===== config.mk =====
export PLATFORM = sky130hd
export DESIGN_NAME = mdu_core
export DESIGN_NICKNAME = d
export VERILOG_FILES = /design/src/rtl/mdu_pkg.sv /design/src/rtl/mdu_iter_unit.sv /design/src/rtl/mdu_core.sv
export SDC_FILE = /design/constraint.sdc
export NUM_CORES = 1
export LEC_CHECK = 0
export CORE_ASPECT_RATIO = 1.25
export CORE_MARGIN = 5
export CORE_UTILIZATION = 25
export CTS_BUF_LIST = sky130_fd_sc_hd__clkbuf_8 sky130_fd_sc_hd__clkbuf_16
export CTS_CLUSTER_DIAMETER = 150
export CTS_CLUSTER_SIZE = 20
export DETAILED_ROUTE_END_ITERATION = 8
export PLACE_DENSITY = 0.45
export SYNTH_ARGS = -nofsm -noshare
export SYNTH_HDL_FRONTEND = slang
export SYNTH_SLANG_ARGS = --single-unit

===== constraint.sdc =====
create_clock -name clk -period 5 [get_ports clk]
set_input_delay 1 -clock clk [delete_from_list [all_inputs] [get_ports clk]]
set_output_delay 1 -clock clk [all_outputs]
set_load 0.1 [all_outputs]

===== src/rtl/mdu_pkg.sv =====
// rtl/mdu_pkg.sv - shared opcode/state enums and XLEN-derived constant helpers for the M-extension unit
package mdu_pkg;

    typedef enum logic [2:0] {
        OP_MUL    = 3'd0,
        OP_MULH   = 3'd1,
        OP_MULHSU = 3'd2,
        OP_MULHU  = 3'd3,
        OP_DIV    = 3'd4,
        OP_DIVU   = 3'd5,
        OP_REM    = 3'd6,
        OP_REMU   = 3'd7
    } mdu_op_e;

    typedef enum logic [1:0] {
        ST_IDLE = 2'd0,
        ST_CALC = 2'd1,
        ST_FIX  = 2'd2,
        ST_DONE = 2'd3
    } mdu_state_e;

    // Computed at 64 bits and truncated by the caller to its own XLEN.
    function automatic logic [63:0] xlen_min(input int xlen);
        return 64'(1) << (xlen - 1);
    endfunction

    function automatic logic [63:0] xlen_ones(input int xlen);
        return {64{1'b1}} >> (64 - xlen);
    endfunction

endpackage


===== src/rtl/mdu_iter_unit.sv =====
// rtl/mdu_iter_unit.sv - one-bit-per-cycle shift-add multiplier / restoring divider on unsigned magnitudes
module mdu_iter_unit
    import mdu_pkg::*;
#(
    parameter int XLEN = 32
) (
    input  logic            clk,
    input  logic            rst,
    input  logic            start,
    input  logic            step,
    input  logic            is_div,
    input  logic [XLEN-1:0] a_mag,
    input  logic [XLEN-1:0] b_mag,
    output logic            last,
    output logic [XLEN-1:0] hi,
    output logic [XLEN-1:0] lo
);
    localparam int CW = $clog2(XLEN);

    logic [XLEN-1:0] hi_q, hi_d, lo_q, lo_d, opnd_q, opnd_d;
    logic            div_q, div_d;
    logic [CW-1:0]   cnt_q, cnt_d;
    logic [XLEN:0]   sum, rem_sh, trial;

    assign last = (cnt_q == CW'(XLEN - 1));
    assign hi   = hi_q;
    assign lo   = lo_q;

    // Multiply: {hi,lo} ends as the product. Divide: lo ends as quotient, hi as remainder.
    always_comb begin
        hi_d   = hi_q;
        lo_d   = lo_q;
        opnd_d = opnd_q;
        div_d  = div_q;
        cnt_d  = cnt_q;
        sum    = {1'b0, hi_q} + {1'b0, opnd_q};
        rem_sh = {hi_q, lo_q[XLEN-1]};
        trial  = rem_sh - {1'b0, opnd_q};
        if (start) begin
            hi_d   = '0;
            lo_d   = is_div ? a_mag : b_mag;
            opnd_d = is_div ? b_mag : a_mag;
            div_d  = is_div;
            cnt_d  = '0;
        end else if (step) begin
            cnt_d = last ? '0 : cnt_q + CW'(1);
            if (div_q) begin
                if (!trial[XLEN]) begin
                    hi_d = trial[XLEN-1:0];
                    lo_d = {lo_q[XLEN-2:0], 1'b1};
                end else begin
                    hi_d = rem_sh[XLEN-1:0];
                    lo_d = {lo_q[XLEN-2:0], 1'b0};
                end
            end else if (lo_q[0]) begin
                {hi_d, lo_d} = {sum, lo_q[XLEN-1:1]};
            end else begin
                {hi_d, lo_d} = {1'b0, hi_q, lo_q[XLEN-1:1]};
            end
        end
    end

    always_ff @(posedge clk or posedge rst) begin
        if (rst) begin
            hi_q   <= '0;
            lo_q   <= '0;
            opnd_q <= '0;
            div_q  <= 1'b0;
            cnt_q  <= '0;
        end else begin
            hi_q   <= hi_d;
            lo_q   <= lo_d;
            opnd_q <= opnd_d;
            div_q  <= div_d;
            cnt_q  <= cnt_d;
        end
    end

endmodule


===== src/rtl/mdu_core.sv =====
// rtl/mdu_core.sv - RV M multiply/divide core: handshake, FSM, special cases, sign fixup; MDU_FUSE_EN enables result reuse
module mdu_core
    import mdu_pkg::*;
#(
    parameter int XLEN = 32
) (
    input  logic            clk,
    input  logic            rst,
    input  logic            in_valid,
    output logic            in_ready,
    input  logic [2:0]      funct3,
    input  logic [XLEN-1:0] in_1,
    input  logic [XLEN-1:0] in_2,
    input  logic            flush,
    output logic            out_valid,
    input  logic            out_ready,
    output logic [XLEN-1:0] out_data,
    output logic            exception
);
    localparam logic [XLEN-1:0] MIN_V  = XLEN'(xlen_min(XLEN));
    localparam logic [XLEN-1:0] ONES_V = XLEN'(xlen_ones(XLEN));

    function automatic logic [XLEN-1:0] pick(input mdu_op_e op, input logic [2*XLEN-1:0] p,
                                             input logic [XLEN-1:0] q, input logic [XLEN-1:0] r);
        case (op)
            OP_MUL:                        return p[XLEN-1:0];
            OP_MULH, OP_MULHSU, OP_MULHU:  return p[2*XLEN-1:XLEN];
            OP_DIV, OP_DIVU:               return q;
            default:                       return r;
        endcase
    endfunction

    mdu_state_e      state_q, state_d;
    mdu_op_e         op_q, op_d, op_in;
    logic            a_neg_q, a_neg_d, b_neg_q, b_neg_d;
    logic [XLEN-1:0] out_data_q, out_data_d;
    logic            out_valid_q, out_valid_d, exc_q, exc_d;

    logic            is_div_in, a_signed, b_signed, a_neg_in, b_neg_in;
    logic            div_zero, div_ovf, start, last, fuse_hit;
    logic [XLEN-1:0] a_mag, b_mag, hi, lo, quot_fix, rem_fix, fuse_res;
    logic [2*XLEN-1:0] prod_fix;

    assign op_in     = mdu_op_e'(funct3);
    assign is_div_in = funct3[2];
    assign a_signed  = funct3 inside {OP_MUL, OP_MULH, OP_MULHSU, OP_DIV, OP_REM};
    assign b_signed  = funct3 inside {OP_MUL, OP_MULH, OP_DIV, OP_REM};
    assign a_neg_in  = a_signed & in_1[XLEN-1];
    assign b_neg_in  = b_signed & in_2[XLEN-1];
    assign a_mag     = a_neg_in ? -in_1 : in_1;
    assign b_mag     = b_neg_in ? -in_2 : in_2;
    assign div_zero  = is_div_in && (in_2 == '0);
    assign div_ovf   = (op_in == OP_DIV || op_in == OP_REM) && (in_1 == MIN_V) && (in_2 == ONES_V);

    // Remainder takes the dividend's sign; product and quotient take the XOR.
    assign prod_fix  = (a_neg_q ^ b_neg_q) ? -{hi, lo} : {hi, lo};
    assign quot_fix  = (a_neg_q ^ b_neg_q) ? -lo : lo;
    assign rem_fix   = a_neg_q ? -hi : hi;

    assign in_ready  = (state_q == ST_IDLE);
    assign out_valid = out_valid_q;
    assign out_data  = out_data_q;
    assign exception = exc_q;

    mdu_iter_unit #(.XLEN(XLEN)) u_iter (
        .clk    (clk),
        .rst    (rst),
        .start  (start),
        .step   (state_q == ST_CALC),
        .is_div (is_div_in),
        .a_mag  (a_mag),
        .b_mag  (b_mag),
        .last   (last),
        .hi     (hi),
        .lo     (lo)
    );

`ifdef MDU_FUSE_EN
    typedef struct packed {
        logic              valid;
        logic [XLEN-1:0]   a;
        logic [XLEN-1:0]   b;
        logic              is_div;
        logic              a_s;
        logic              b_s;
        logic [2*XLEN-1:0] res;
    } fuse_t;

    fuse_t fuse_q, fuse_d;

    // Divide results are kept as {remainder, quotient} in the product slot.
    assign fuse_hit = fuse_q.valid && (fuse_q.a == in_1) && (fuse_q.b == in_2) &&
                      (fuse_q.is_div == is_div_in) && (fuse_q.a_s == a_signed) && (fuse_q.b_s == b_signed);
    assign fuse_res = pick(op_in, fuse_q.res, fuse_q.res[XLEN-1:0], fuse_q.res[2*XLEN-1:XLEN]);

    always_comb begin
        fuse_d = fuse_q;
        if (start) begin
            fuse_d.valid  = 1'b0;
            fuse_d.a      = in_1;
            fuse_d.b      = in_2;
            fuse_d.is_div = is_div_in;
            fuse_d.a_s    = a_signed;
            fuse_d.b_s    = b_signed;
        end
        if (state_q == ST_FIX) begin
            fuse_d.valid = 1'b1;
            fuse_d.res   = fuse_q.is_div ? {rem_fix, quot_fix} : prod_fix;
        end
        if (flush) fuse_d.valid = 1'b0;
    end

    always_ff @(posedge clk or posedge rst) begin
        if (rst) fuse_q <= '0;
        else     fuse_q <= fuse_d;
    end
`else
    assign fuse_hit = 1'b0;
    assign fuse_res = '0;
`endif

    always_comb begin
        state_d     = state_q;
        op_d        = op_q;
        a_neg_d     = a_neg_q;
        b_neg_d     = b_neg_q;
        out_data_d  = out_data_q;
        out_valid_d = out_valid_q;
        exc_d       = exc_q;
        start       = 1'b0;
        case (state_q)
            ST_IDLE: if (in_valid) begin
                op_d    = op_in;
                a_neg_d = a_neg_in;
                b_neg_d = b_neg_in;
                if (div_zero) begin
                    state_d     = ST_DONE;
                    out_valid_d = 1'b1;
                    exc_d       = 1'b1;
                    out_data_d  = funct3[1] ? in_1 : ONES_V;
                end else if (div_ovf) begin
                    state_d     = ST_DONE;
                    out_valid_d = 1'b1;
                    out_data_d  = funct3[1] ? '0 : MIN_V;
                end else if (fuse_hit) begin
                    state_d     = ST_DONE;
                    out_valid_d = 1'b1;
                    out_data_d  = fuse_res;
                end else begin
                    state_d = ST_CALC;
                    start   = 1'b1;
                end
            end
            ST_CALC: if (last) state_d = ST_FIX;
            ST_FIX: begin
                state_d     = ST_DONE;
                out_valid_d = 1'b1;
                out_data_d  = pick(op_q, prod_fix, quot_fix, rem_fix);
            end
            default: if (out_ready) begin
                state_d     = ST_IDLE;
                out_valid_d = 1'b0;
                exc_d       = 1'b0;
            end
        endcase
        if (flush) begin
            state_d     = ST_IDLE;
            out_valid_d = 1'b0;
            exc_d       = 1'b0;
            out_data_d  = '0;
            start       = 1'b0;
        end
    end

    always_ff @(posedge clk or posedge rst) begin
        if (rst) begin
            state_q     <= ST_IDLE;
            op_q        <= OP_MUL;
            a_neg_q     <= 1'b0;
            b_neg_q     <= 1'b0;
            out_data_q  <= '0;
            out_valid_q <= 1'b0;
            exc_q       <= 1'b0;
        end else begin
            state_q     <= state_d;
            op_q        <= op_d;
            a_neg_q     <= a_neg_d;
            b_neg_q     <= b_neg_d;
            out_data_q  <= out_data_d;
            out_valid_q <= out_valid_d;
            exc_q       <= exc_d;
        end
    end

endmodule

# Word level (Yosys, flattened, before mapping)
# Cells that the tools add are included.
# W data, S select, Z words.
# word_totals
reg_bits	143
inputBits	72
out_inout_bits	35
wordCells	116
# op_classes
add_sub_neg	8
eq_ne	20
mux	50
bitwise_logic	3
reduce_logical	23
# op_table
op	n
$mux W32	21
$neg A32 Y32	4
$pmux W32 S3	1
$eq A32 B32 Y1 const B	2
$mux W64	1
$neg A64 Y64	1
$pmux W32 S2	1
$add A32 B32 Y33	1
$sub A33 B32 Y33	1
$logic_not A32 Y1	1
$mux W5	3
$mux W1	14
$eq A3 B3 Y1 const B	4
$mux W2	6
$reduce_bool A5 Y1	2
$eq A3 B2 Y1 const B	3
$reduce_and A4 Y1	2
$reduce_bool A4 Y1	2
$eq A3 B1 Y1 const B	2
$logic_not A3 Y1	2
$pmux W2 S3	1
$reduce_and A3 Y1	2
$reduce_bool A3 Y1	2
$add A5 B1 Y5 const B	1
other kinds (20)	24

# Depth between registers and ports, before layout
# logic_depth
word_depth	10
mapped_depth	14
ltp_nobuf	12

# Cells and area by module
# From an unflattened synthesis, not the netlist that was laid out.
# hier_totals
hier_cells	2121
area_unflattened_um2	16175.5
# by_module_without_submodules
module	instances	cells_each	area_each_um2	seq_area_each_um2
mdu_iter_unit	1	1196	9726.8	2552.4
mdu_core	1	925	6448.7	1026.0

# Worst setup path after synthesis
# OpenSTA, ideal clock, no wires.
# synth_timing
kind	input port to flip-flop
startpoint	input in_1[0]
endpoint	register u_iter.lo_q[10] (netlist: u_iter.lo[10])
setup_ns	0.126
arrival_ns	3.398
path_slack_ns	1.476
stages	12
n_path_buf	2
path_cell_list	inv_1 -> ha_1 -> nor4b_1 -> nand4_1 -> or4b_4 -> o21ai_1 -> nor3_1 -> buf_2 -> nand2_1 -> buf_4 -> o22ai_1 -> a221o_2
# synth_between
elab_chain_cells	9
elab_cells_between_ends	13
classes_between	1 x add/sub; 1 x eq/ne; 8 x mux; 3 x reduce/logical
# synth_lines
item	line	text
start: declaration	mdu_core.sv:12	input logic [XLEN-1:0] in_1,
parallel branches: the longest is 9 deep, another holds $neg A32 Y32	n/a	
end signal: assignment	mdu_iter_unit.sv:72	lo_q <= lo_d;
end: declaration	mdu_iter_unit.sv:20	logic [XLEN-1:0] hi_q, hi_d, lo_q, lo_d, opnd_q, opnd_d;
# Several ways; the timed one is not identified.
# A chain may end at the register's enable or synchronous reset.

# Worst setup path after layout
# layout_timing
startpoint	input in_1[31]
endpoint	register out_data_q[12] (netlist: out_data[12])
# layout_between
elab_chain_cells	5
# layout_lines
item	line	text
$eq A32 B32 Y1	mdu_core.sv:53	assign div_ovf = (op_in == OP_DIV || op_in == OP_REM) && (in_1 == MIN_V) && (in_2 == ONES_V);
$logic_and A1 B1 Y1 (2 in series)	mdu_core.sv:53	
$ne A4 B1 Y1 (no line)	n/a	
$reduce_and A3 Y1 (no line)	n/a	
end signal: assignment	mdu_core.sv:189	out_data_q <= out_data_d;
end: declaration	mdu_core.sv:36	logic [XLEN-1:0] out_data_q, out_data_d;
# No other way between the ends.

==> results.md <==
Routing:
- For this run, the detailed router's first-pass iteration total came to 6.
- The detailed router finished its first iteration with 1545 violations.
- In the routed layout, each cell is associated on average with a via count of 5.620.
- The final routed wirelength across all metal layers is roughly 74000 um.
- For this run, design rule violations remaining after detail routing come to 0.
- Dividing the detail-routed wire length by the instance count gives 25.06 um.
- The total via count after detailed routing is 16617.
- In this run the remaining antenna-violating nets after routing total 0.

Yosys:
- The synthesized netlist devotes approximately 21% of its cell area to simple gates.
- The synthesized design contains roughly 140 register bits.
- Yosys attributes the largest share of cell area to sky130_fd_sc_hd__dfrtp_1 (23%), sky130_fd_sc_hd__a21oi_1 (6.2%), sky130_fd_sc_hd__ha_1 (6.0%), sky130_fd_sc_hd__nand2_1 (5.4%), sky130_fd_sc_hd__o21ai_0 (5.3%).
- The instance count of the mapped netlist is 2063.
- The sequential area share after synthesis is 23.04%.
- The post-synthesis net count is about 2200.
- The proportion of netlist area held by the largest area contributor is a little under a quarter.
- After synthesis, the largest family of logic cells by area is compound AO/OA/AOI/OAI gates.
- The most used flip-flop cell after synthesis is sky130_fd_sc_hd__dfrtp_1.
- The synthesized design spends more area on one cell type than any other, namely sky130_fd_sc_hd__dfrtp_1.
- The synthesized netlist devotes 6.299% of its cell area to adder and majority cells.
- The cell area that synthesis handed to floorplanning was 0.01553 mm^2.
- The synthesized-area fraction occupied by ao, oa, aoi and oai cells is 30.21%.
- The average cell area after synthesis is 7.529 um^2.
- After Yosys synthesis, XOR and XNOR cells account for 10.15% of the synthesized area.
- The mux share of post-synthesis cell area is 3.375%.
- Counting flops with a built-in enable in the synthesized netlist gives 0.
- The netlist uses 96 different library cells.
- The fraction of synthesis flops using an asynchronous set or reset pin is 100.0%.
- Yosys printed 0 warnings.

Die:
- The placeable core region is 0.06177 mm^2.
- The site row count is 102.
- The die extent in x is 232.9 um.
- The die is around 290 um tall.
- The area of the die is 0.06725 mm^2.
- The initial utilization of the core area, before any placement, comes to between 20% and 30%.
- During I/O placement, the number of pins put on the boundary was 107.

Place:
- The congestion estimate from routability-driven global placement came to about 0.95.
- During placement, the flow inserted port buffers numbering 106.
- The instance area after placement is 0.01758 mm^2.
- The wire-length estimate of the detail-placed layout is between 50000 and 60000 um.
- Counting tap cells, the placed design contains a total of 2925 instances.

Timing:
- The hold violation total from the final report came to 0.
- The max-slew violation total from the final report is 0.
- The worst slack on hold paths is slightly below 0.5 ns.
- The part of the cycle the worst path needs is 86.27%.
- At the pin with the least slew margin, the transition time is approximately 1.2 ns.
- Setup total negative slack on the finished layout was measured at 0 ns.
- Based on the critical path, the design can be clocked at up to ~230 MHz.
- The clock period minus final worst setup slack is 4.313 ns.
- Across the routed clock network, the largest skew measured is 0.02248 ns.
- Setup repair after global routing left no endpoint under its margin.
- The worst pin sits at a relative slew slack of 19.90%.
- Setup violations remaining at the end of the flow were counted as 0.

Worst hold path:
- The path category of the worst min-delay check is flip-flop to flip-flop.
- The worst hold path terminates at out_data[17].
- In this run the most critical hold path is launched from out_data[17].
- Counting instances, the worst hold path has a depth of 2.

Clocking:
- The clock buffer count from CTS is 17.
- The number of buffers inserted for hold repair after clock tree synthesis is 0.
- The buffer count from post-CTS setup fixing is 0.
- In this run the deepest clock path goes through 2 buffers.
- TritonCTS built the clock tree.
- The root buffer cell chosen for the clock tree is sky130_fd_sc_hd__clkbuf_16.
- The clock sink count is 143.
- The number of resized instances in the post-cts repair step is 0.
- The level count of the clock H-tree is 4.
- At the later pin of the worst-skew pair, clock insertion delay measures between 0.4 and 0.5 ns.
- The clock-pin slew reported for the worst setup and hold paths after clock tree synthesis is approximately 0.080 ns.

Critical path:
- At the worst endpoint, the required time is 5.34 ns.
- The logic depth of the worst register-to-register path is 11.
- The worst register-to-register path has a setup slack of about 0.80 ns.
- The startpoint type of the worst setup path is an input pin.
- The largest fanout on the critical path is 54.
- The worst register-to-register path begins at u_iter.hi[10].
- At the worst endpoint, the arrival time is 4.66 ns.
- The kind of end point of the critical path is a flip-flop.
- The worst setup path is of the input pin to flip-flop kind.
- The worst register-to-register path ends at u_iter.hi[6].

Final layout:
- The number of antenna diodes is 0.
- The number of nets at the end of the flow is approximately 2300.
- The number of cells in the finished layout apart from fillers is 2957.
- Once layout is done, the placed cells without fillers occupy approximately 0.018 mm^2.
- Cells with a size suffix above 1 make up approximately 7.3% of the layout.
- Relative to the synthesized area, the layout overhead comes to 17.09%.

Global routing:
- Global routing used roughly 2.6% of the available met3 tracks.
- The most utilized layer in the global route result is met2.
- The global routing met1 resource utilization is a little over a quarter.
- Entering global routing, the biggest net connects 91 pins.
- In the global route stage, met2 resource usage came out at 36.97%.
- The via count of the first global-routing pass was 16133.
- The global-route usage over all layers is between 20% and 30%.
- The initial antenna violation count is 0.
- The overall overflow remaining after global route is 0.
- The wire length of the first global-routing pass is 108800 um.

Pwr:
- The internal power is between 0.005 and 0.006 W.
- Total power for the finished layout comes to 0.01376 W.
- In this run the power density over the cells is 756.6 mW/mm^2.
- The switching share of total power is approximately 57%.
- The share of total power dissipated in combinational logic is 72.7%.
- For this design the total switching power over the nets is slightly below 0.008 W.
- The leakage power is 7.238 nW.
- Of the total power, registers draw 17.3%.
- Of the total power, the clock network draws 10.0%.
- The peak ir drop on the vdd network is roughly 0.00036 V.

Job:
- Across the run, the number of max-cap violations was 0.

Run status:
- The run finished with clean final reports.
synthesized netlist by cell type, types with 10 or more instances:
library cell,count
sky130_fd_sc_hd__nand2_1,224
sky130_fd_sc_hd__a21oi_1,193
sky130_fd_sc_hd__nor2_1,178
sky130_fd_sc_hd__o21ai_0,164
sky130_fd_sc_hd__dfrtp_1,143
sky130_fd_sc_hd__clkbuf_1,115
sky130_fd_sc_hd__xnor2_1,92
sky130_fd_sc_hd__xor2_1,88
sky130_fd_sc_hd__ha_1,75
sky130_fd_sc_hd__inv_1,67
sky130_fd_sc_hd__o211ai_1,57
sky130_fd_sc_hd__mux2i_1,49
sky130_fd_sc_hd__nor3_1,45
sky130_fd_sc_hd__o31ai_1,35
sky130_fd_sc_hd__nand2b_1,34
sky130_fd_sc_hd__a21o_1,32
sky130_fd_sc_hd__a31oi_1,28
sky130_fd_sc_hd__nand3_1,28
sky130_fd_sc_hd__nor2b_1,27
sky130_fd_sc_hd__nand4_1,26
sky130_fd_sc_hd__nor4_1,26
sky130_fd_sc_hd__a211oi_1,25
sky130_fd_sc_hd__o221ai_1,23
sky130_fd_sc_hd__or3_1,22
sky130_fd_sc_hd__o22ai_1,19
sky130_fd_sc_hd__o41ai_1,14
sky130_fd_sc_hd__a221oi_1,12
sky130_fd_sc_hd__a221o_1,10
sky130_fd_sc_hd__buf_2,10
layer usage:
metal,routed length (um),part of all wire (%)
met1,30810,42
met2,35900,48
met3,3667,4.9
met4,3728,5.0
met5,0,0
worst max-delay path, cell delays in order:
cell	delay, ns
sky130_fd_sc_hd__clkdlybuf4s50_1	0.59
sky130_fd_sc_hd__or4b_2	0.69
sky130_fd_sc_hd__nor4_1	0.47
sky130_fd_sc_hd__nand3_1	0.31
sky130_fd_sc_hd__o21ai_1	0.46
sky130_fd_sc_hd__a21oi_1	0.22
sky130_fd_sc_hd__nor2_1	0.24
sky130_fd_sc_hd__nor2_4	0.24
sky130_fd_sc_hd__o41ai_1	0.42
power by group through the flow:
stage                     clock network (W)  logic, W  registers (W)
final                               0.00138    0.0100        0.00238
after global routing                0.00144    0.0107        0.00242
after CTS                           0.00140   0.00986        0.00236
after detailed placement                  0   0.00980        0.00238
after global placement                    0   0.00979        0.00238
after floorplan                           0   0.00659        0.00235
cell usage in the layout (no fill, tap or decap), drive strengths merged, types with 27 or more instances in the layout:
cell | synthesis | routed
nand2 | 225 | 225
a21oi | 195 | 195
nor2 | 182 | 182
o21ai | 169 | 169
dfrtp | 143 | 143
clkdlybuf4s50 | 2 | 105
xnor2 | 92 | 92
xor2 | 88 | 88
buf | 26 | 76
ha | 75 | 75
inv | 67 | 72
o211ai | 58 | 58
mux2i | 49 | 49
nor3 | 47 | 47
o31ai | 36 | 36
nand2b | 34 | 34
a21o | 32 | 32
nor4 | 29 | 29
nand3 | 28 | 28
a31oi | 28 | 28
nor2b | 27 | 27
stage by stage:
step	util [%]	setup slack, ns
after floorplan	-	0.1621
after global placement	28.46	0.3364
after detailed placement	28.46	0.2838
after CTS	29.44	0.7519
after global routing	29.44	0.4472
final	29.44	0.6867
sequential cells by signal, indices dropped and copies added, names as in the netlist:
signal / count
out_valid: 1
u_iter.cnt_q: 5
a_neg_q: 1
u_iter.hi: 32
u_iter.div_q: 1
out_data: 32
state_q: 2
u_iter.lo: 32
b_neg_q: 1
u_iter.opnd_q: 32
exception: 1
op_q: 3
area by class of cell:
cell class | count | area (um^2)
clock buffer | 19 | 452.9
clock inverter | 13 | 152.6
fill | 6755 | 43580
inverter | 69 | 264.0
multi-input combinational | 1700 | 11040
sequential | 143 | 3580
tap | 832 | 1041
timing repair buffer | 181 | 1657
worst max-delay path by stage:
stage	start	end	slack, ns	cells past startpoint
floorplan	rst	a_neg_q	0.16	1
global placement	in_1[31]	u_iter.lo[10]	0.34	10
detailed placement	in_1[31]	out_data[12]	0.28	9
CTS	in_1[31]	out_data[12]	0.75	9
global route	in_1[31]	out_data[10]	0.45	10
finish	in_1[31]	out_data[12]	0.69	9
cells by family after synthesis:
kind of cell | count (synthesis)
AO/OA/AOI/OAI | 719
AND/OR/NAND/NOR | 672
buffers and inverters | 220
XOR/XNOR | 180
flip-flops | 143
adder cells (fa/ha/maj) | 77
multiplexers | 52
Power figures use the tool's default switching activity.
